[src/rtl/text_console_writer.sv]
// text_console_writer: turns a byte stream into glyph writes and cursor moves for a fixed text screen.
// Define TEXT_CONSOLE_CLEAR_ON_WRAP_EN to blank each new row when the cursor advances onto it.
module text_console_writer #(
    parameter int COLS = 80,
    parameter int ROWS = 30
) (
    input  logic        clk,
    input  logic        reset,
    input  logic        char_valid,
    input  logic [7:0]  char_in,
    output logic        char_ready,
    output logic        buffer_write_enable,
    output logic [11:0] position,
    output logic [6:0]  char_code,
    output logic [4:0]  cursor_row,
    output logic [6:0]  cursor_col
);
    localparam int CELLS = ROWS * COLS;
    typedef enum logic [2:0] {IDLE, WRITE, STEP, CLEAR_ROW, CLEAR_ALL} state_t;
    state_t state, nxt_state;
    logic init;
    logic [7:0] byte_q, nxt_byte;
    logic [11:0] nxt_pos, cur_pos, inc_base, row_end;
    logic [6:0] nxt_code, nxt_col;
    logic [4:0] nxt_row, row_inc;
    assign row_inc = (cursor_row == 5'(ROWS - 1)) ? 5'd0 : cursor_row + 5'd1;
    assign cur_pos = 12'(int'(cursor_row) * COLS + int'(cursor_col));
    assign inc_base = 12'(int'(row_inc) * COLS);
    assign row_end = 12'(int'(cursor_row) * COLS + COLS - 1);
    // position doubles as the clear counter while a CLEAR state is active
    always_comb begin
        nxt_state = state;
        nxt_pos = position;
        nxt_code = char_code;
        nxt_row = cursor_row;
        nxt_col = cursor_col;
        nxt_byte = byte_q;
        if (init) begin
            nxt_state = CLEAR_ALL;
            nxt_pos = 12'd0;
            nxt_code = 7'h20;
        end else begin
            case (state)
                IDLE: if (char_valid) begin
                    nxt_byte = char_in;
                    if (char_in >= 8'h20 && char_in <= 8'h7e) begin
                        nxt_state = WRITE;
                        nxt_pos = cur_pos;
                        nxt_code = char_in[6:0];
                    end else if (char_in == 8'h0c) begin
                        nxt_state = CLEAR_ALL;
                        nxt_pos = 12'd0;
                        nxt_code = 7'h20;
                    end else begin
                        nxt_state = STEP;
                    end
                end
                WRITE: begin
                    nxt_state = IDLE;
                    if (cursor_col == 7'(COLS - 1)) begin
                        nxt_col = 7'd0;
                        nxt_row = row_inc;
`ifdef TEXT_CONSOLE_CLEAR_ON_WRAP_EN
                        nxt_state = CLEAR_ROW;
                        nxt_pos = inc_base;
                        nxt_code = 7'h20;
`endif
                    end else begin
                        nxt_col = cursor_col + 7'd1;
                    end
                end
                STEP: begin
                    nxt_state = IDLE;
                    if (byte_q == 8'h0a) begin
                        nxt_col = 7'd0;
                        nxt_row = row_inc;
`ifdef TEXT_CONSOLE_CLEAR_ON_WRAP_EN
                        nxt_state = CLEAR_ROW;
                        nxt_pos = inc_base;
                        nxt_code = 7'h20;
`endif
                    end else if (byte_q == 8'h0d) begin
                        nxt_col = 7'd0;
                    end else if (byte_q == 8'h08 && cursor_col != 7'd0) begin
                        nxt_col = cursor_col - 7'd1;
                    end
                end
                CLEAR_ROW: begin
                    if (position == row_end) nxt_state = IDLE;
                    else nxt_pos = position + 12'd1;
                end
                CLEAR_ALL: begin
                    if (position == 12'(CELLS - 1)) begin
                        nxt_state = IDLE;
                        nxt_row = 5'd0;
                        nxt_col = 7'd0;
                    end else begin
                        nxt_pos = position + 12'd1;
                    end
                end
                default: nxt_state = IDLE;
            endcase
        end
    end
    // outputs are registered from the next-state values so they line up with the state they describe
    always_ff @(posedge clk) begin
        if (reset) begin
            state <= IDLE;
            init <= 1'b1;
            byte_q <= 8'd0;
            char_ready <= 1'b0;
            buffer_write_enable <= 1'b0;
            position <= 12'd0;
            char_code <= 7'd0;
            cursor_row <= 5'd0;
            cursor_col <= 7'd0;
        end else begin
            state <= nxt_state;
            init <= 1'b0;
            byte_q <= nxt_byte;
            char_ready <= (nxt_state == IDLE);
            buffer_write_enable <= (nxt_state == WRITE) || (nxt_state == CLEAR_ROW) || (nxt_state == CLEAR_ALL);
            position <= nxt_pos;
            char_code <= nxt_code;
            cursor_row <= nxt_row;
            cursor_col <= nxt_col;
        end
    end
endmodule

[config.mk]
export PLATFORM = sky130hd
export DESIGN_NAME = text_console_writer
export DESIGN_NICKNAME = d
export VERILOG_FILES = /design/src/rtl/text_console_writer.sv
export SDC_FILE = /design/constraint.sdc
export NUM_CORES = 1
export LEC_CHECK = 0
export BUFFER_PORTS_ARGS = -buffer_cell sky130_fd_sc_hd__buf_2
export CORE_MARGIN = 2
export CORE_UTILIZATION = 48
export DETAILED_ROUTE_END_ITERATION = 16
export HOLD_SLACK_MARGIN = 0.05
export PLACE_DENSITY = 0.79
export SYNTH_ARGS = -nofsm -noshare
export SYNTH_HDL_FRONTEND = slang
export SYNTH_SLANG_ARGS = --single-unit
[constraint.sdc]
create_clock -name clk -period 9.65 [get_ports clk]
set_clock_uncertainty 0.2 [all_clocks]
set_input_delay 1.4475 -clock clk [delete_from_list [all_inputs] [get_ports clk]]
set_output_delay 1.4475 -clock clk [all_outputs]
set_load 0.01 [all_outputs]
-- Yosys cells after proc, flatten, opt, wreduce, memory -nomap -nowiden
Cells that the tools add are included.
- register bits: 45
- bits of input ports: 11
- word-level logic and storage cells: 94
- add/subtract/negate cells: 7
- multiply operators: 1
- order comparisons: 2
- eq/ne operators: 23
- muxes and demuxes: 30
- bitwise operators: 1
- reductions and logical operators: 20
- operators by type and width (cell ; number):
    $mux W12 ; 5
    $mux W7 ; 7
    $pmux W12 S3 ; 1
    $eq A8 B4 Y1 const B ; 4
    $pmux W7 S3 ; 1
    $mux W5 ; 4
    $mux W3 ; 6
    $mux W6 ; 3
    $pmux W5 S3 ; 1
    $add A12 B1 Y12 const B ; 1
    $add A12 B7 Y12 const B ; 1
    $add A12 B8 Y12 ; 1
    $eq A12 B12 Y1 ; 1
    $eq A12 B12 Y1 const B ; 1
    $ne A2 B2 Y1 const B ; 6
    $sub A12 B1 Y12 const B ; 1
    $reduce_and A5 Y1 ; 2
    $eq A3 B2 Y1 const B ; 3
    $pmux W3 S3 ; 1
    $reduce_and A3 Y1 ; 3
    $reduce_bool A3 Y1 ; 3
    $ge A8 B6 Y1 const B ; 1
    $le A8 B7 Y1 const B ; 1
    $mul A5 B3 Y8 const B ; 1
    other kinds (18) ; 25

-- Logic depth before layout (Yosys ltp)
- depth in word-level cells: 10
- mapped depth: 10
- mapped depth without buffers: 9

-- Worst setup path before layout
No wires, ideal clock.
- path kind: input-to-reg
- start: input char_in[4]
- end: register position[4]
- data arrival time: 3.176 ns
- slack: 6.157 ns
- stages: 7
- path buffers: 1
- path through: or4_1 o41ai_1 o221ai_2 buf_2 a21oi_1 o31ai_1 a32o_1
- cells in the longest elaborated chain, start to end: 5
- elaborated cells between the ends (all ways): 9
- RTL lines (item ; line ; text):
    from (decl) ; 10 ; input logic [7:0] char_in,
    $ge A8 B6 Y1 or $le A8 B7 Y1 (tied branches) ; 46 ; if (char_in >= 8'h20 && char_in <= 8'h7e) begin
    $logic_and A1 B1 Y1 ; 46 ;
    $mux W12 ; 46 ;
    $mux W12 ; 44 ; IDLE: if (char_valid) begin
    $pmux W12 S3 ; 43 ; case (state)
    to (signal assigned) ; 123 ; position <= nxt_pos;
    to (decl) ; 13 ; output logic [11:0] position,
Parallel ways exist; a longest one is shown, timed or not. The select of a mux whose other input is x is not followed.
A chain may end at the register's enable or synchronous reset.

-- Worst setup path in the final report
- start: register cursor_row[1]
- end: register position[11]
- cells in the longest elaborated chain, start to end: 6
- elaborated cells between the ends (all ways): 10
- RTL lines (item ; line ; text):
    from (decl) ; 15 ; output logic [4:0] cursor_row,
    from (signal assigned) ; 125 ; cursor_row <= nxt_row;
    $mul A5 B3 Y8 (*) ; 27, 29 ;
    $add A12 B7 Y12 ; 29 ; assign row_end = 12'(int'(cursor_row) * COLS + COLS - 1);
    $sub A12 B1 Y12 ; 29 ;
    $eq A12 B12 Y1 ; 89 ; if (position == row_end) nxt_state = IDLE;
    $ne A2 B2 Y1 (no source line) ; - ;
    $reduce_and A5 Y1 (no source line) ; - ;
Mark *: on every way between the ends. The rest lies on a longest branch, timed or not. The select of a mux whose other input is x is not followed.

==> impl_results.md <==
- Post-detail-place hpwl: 6.03 mm
- Top_reg_cell synth: dfxtp_1
- CTS clock-pin slew for the worst setup and hold paths: 0.09 ns
- Leakage: 0.00141 uW
- WL met3: 545 um
- DR top layer: met4
- Worst-Margin Slew: 0.964 ns
- Post-CTS setup buffer count: 0
- Post-synth top area share: 27.8%
- DRC: 0
- Cts hold-fix bufs: 0
- Critical Path RT: 9.66 ns
- Top post-synthesis cells by area: dfxtp_1 28%, a21oi_1 7.3%, ha_1 6.2%
- Placed Cells: 508
- IO Pins: 44
- Crit path launch type: flip-flop
- Area of the multi-input gates: 0.00219 mm^2
- Finished Layout Cells: 516
- Fmax achieved: 253 MHz
- Sequential area share after synthesis: 27.8%
- Finished Cell Area: 0.00353 mm^2
- H-Tree Depth: 2
- RSZ-0062 raised after global routing: false
- Routed wl met2: 3.78 mm
- Area grow syn2layout: 8.95%
- Routed WL per cell: 16.3 um
- Diode count: 0
- Crit-path most repeated cell: ha_1
- Clk buf depth: 2
- # rows: 29
- Die width: 86.2 um
- Synth Area in Compound Gates: 27.6%
- Fraction of registers with async set/reset: 0%
- Syn_nets: 440
- Post-DP Area: 0.00344 mm^2
- Largest family of logic cells by synthesized area: compound AO/OA/AOI/OAI gates
- Adder-Cell Fraction of Synth Area: 7.41%
- CTS Root Buffer Type: clkbuf_8
- Synth unique cells: 66
- Status: completed
- Routed metal-1 wirelength: 3.95 mm
- Final Max Slew Viols: 0
- Post-synth EDFFs: 0
- Largest net degree at the start of global routing: 27
- Commonest cells in the synthesized netlist: 47 x a21oi_1, 45 x dfxtp_1, 39 x nand2_1
- DR vias: 3272
- Worst Path Arrival: 3.96 ns
- Post-synthesis sequential element count: 45
- Initial antenna violation count: 0
- PortBufs: 43
- Crit-path max cell delay: 0.78 ns
- Netlist Area Pre-Place: 0.00324 mm^2
- Share of cells above drive strength 1: 14.4%
- Initial core utilization: 50.2%
- Critical Path Slowest Stage Cell: xor2_1
- Die H: 86.2 um
- Initial DRC count: 247
- Vias in the first global route: 2963
- First-pass GRT wire length: 13.9 mm
- Wirelength, routed: 8.39 mm
- Setup crit end kind: flip-flop
- VDD IR-drop max: 0.0810 mV
- NumNets Final: 467
- Hold_ws: 0.265 ns
- 1st-pass router iterations: 5
- Area leader, netlist: dfxtp_1
- Gate Count Post-Synth: 411
- RD Place Congestion: 0.969
- XOR/XNOR share of the synthesized area: 6.37%
- Post-cts resize count: 0
- CTS Buf Count: 5
- Setup TNS: 0 ns
- Worst path cell trace: ha_1 -> ha_1 -> fa_1 -> xnor2_1 -> nor2_1 -> nand4_1 -> xor2_1 -> o31ai_1 -> a221oi_1
- Max FO, Critical Path: 12
- Fin. Hold Viols: 0
- Final Setup Violations: 0
- Period Utilization, post-route: 40.9%
- DIE AREA: 0.00743 mm^2
- Count leader, synth: a21oi_1
- Max-cap violations: 0
- Post-synthesis average cell area: 7.89 um^2
- Reg area: 901 um^2
- Fillers: 642
- Clock Latency Late Sink: 0.30 ns
- Total power draw: 386 uW
- TritonCTS clock tree: yes
- CP Class: flip-flop to flip-flop
- Slew headroom: 35.5%
- Overflow left after global routing: 0
- Clk sink count: 45
- Proportion of synthesized area in mux cells: 0.965%
- Core ar.: 0.00646 mm^2
- Minimum clock period after layout: 3.95 ns
- Synth Area in Simple Gates: 25.3%
- Total Routing Usage GR: 22.9%
- YS warnings: 0
- Type of the worst min-delay path: flip-flop to flip-flop
- Vias per Instance: 6.34
- Final ANT Viol Nets: 0
- Pwr Density: 109 mW/mm^2
-- worst paths after layout --
kind / startpoint / end / slack, ns / cells after the start
max: cursor_row[1] / position[11] / 5.70 / 9
min: char_code[0] / char_code[0] / 0.27 / 2
max reg2reg: cursor_row[1] / position[11] / 5.70 / 9
min reg2reg: char_code[0] / char_code[0] / 0.27 / 2
-- layout make-up --
class,count,area share [%]
Multi-Input combinational cell,333,62.0
Sequential cell,45,25.5
Tap cell,77,2.73
Clock buffer,5,1.95
Timing Repair Buffer,43,6.09
Inverter,10,1.06
Clock inverter,3,0.637
-- logic make-up (layout without fill, tap and decap cells) --
logic type | Yosys count | in the layout
XOR/XNOR | 22 | 22
buffers and inverters | 33 | 61
flip-flops | 45 | 45
multiplexers | 3 | 3
AND/OR/NAND/NOR | 156 | 156
AO/OA/AOI/OAI | 134 | 134
adder cells (fa/ha/maj) | 18 | 18
-- placed cells by master (no fill, tap or decap), types with 5 or more instances in the layout --
cell type / instances
ha_1: 16
nand4_1: 9
a31oi_1: 7
nor2b_1: 5
nand3_1: 23
o21bai_1: 5
o21ai_0: 19
and2_1: 5
clkbuf_8: 5
xnor2_1: 14
a21oi_1: 47
o31ai_1: 8
or3_1: 5
dfxtp_1: 45
buf_2: 43
xor2_1: 7
inv_1: 10
nor2_1: 32
nor3_1: 6
nand2_1: 39
-- routing by layer --
layer | track usage [%] | up-vias
met4 | 7.95 | 0
li1 | - | 1592
met1 | 33.2 | 1533
met3 | 3.52 | 13
met2 | 34.9 | 134
met5 | 0 | -
-- state kept, by name (all words and copies together) (netlist names) --
register	cells
position	12
byte_q	8
char_code	7
cursor_col	7
cursor_row	5
state	3
buffer_write_enable	1
char_ready	1
init	1
-- critical path: cells and delay by family (launching register included) --
kind,cells,cell delay [ns]
AOI/OAI and AO/OA,2,0.60
xor gates and xnor gates,2,1.26
adders and majority gates,3,0.93
DFF,1,0.54
and+or+nand+nor,2,0.31
-- report_power, final --
| part | switching, uW | internal (uW) | total [uW] | leakage [uW] |
|---|---|---|---|---|
| clock | 69.3 | 51.5 | 121 | 0.0000481 |
| sequential | 8.01 | 191 | 199 | 0.000365 |
| combinational | 42.8 | 24.1 | 66.8 | 0.000993 |
| total | 120 | 266 | 386 | 0.00141 |
-- metrics by stage --
stage	util [%]	worst slack (ns)
final	54.7	5.70
after CTS	54.7	5.71
after global routing	54.7	5.42
after detailed placement	53.3	5.72
after floorplan	-	6.16
after global placement	53.3	5.81
No activity file was read; power rests on OpenSTA's default activity.
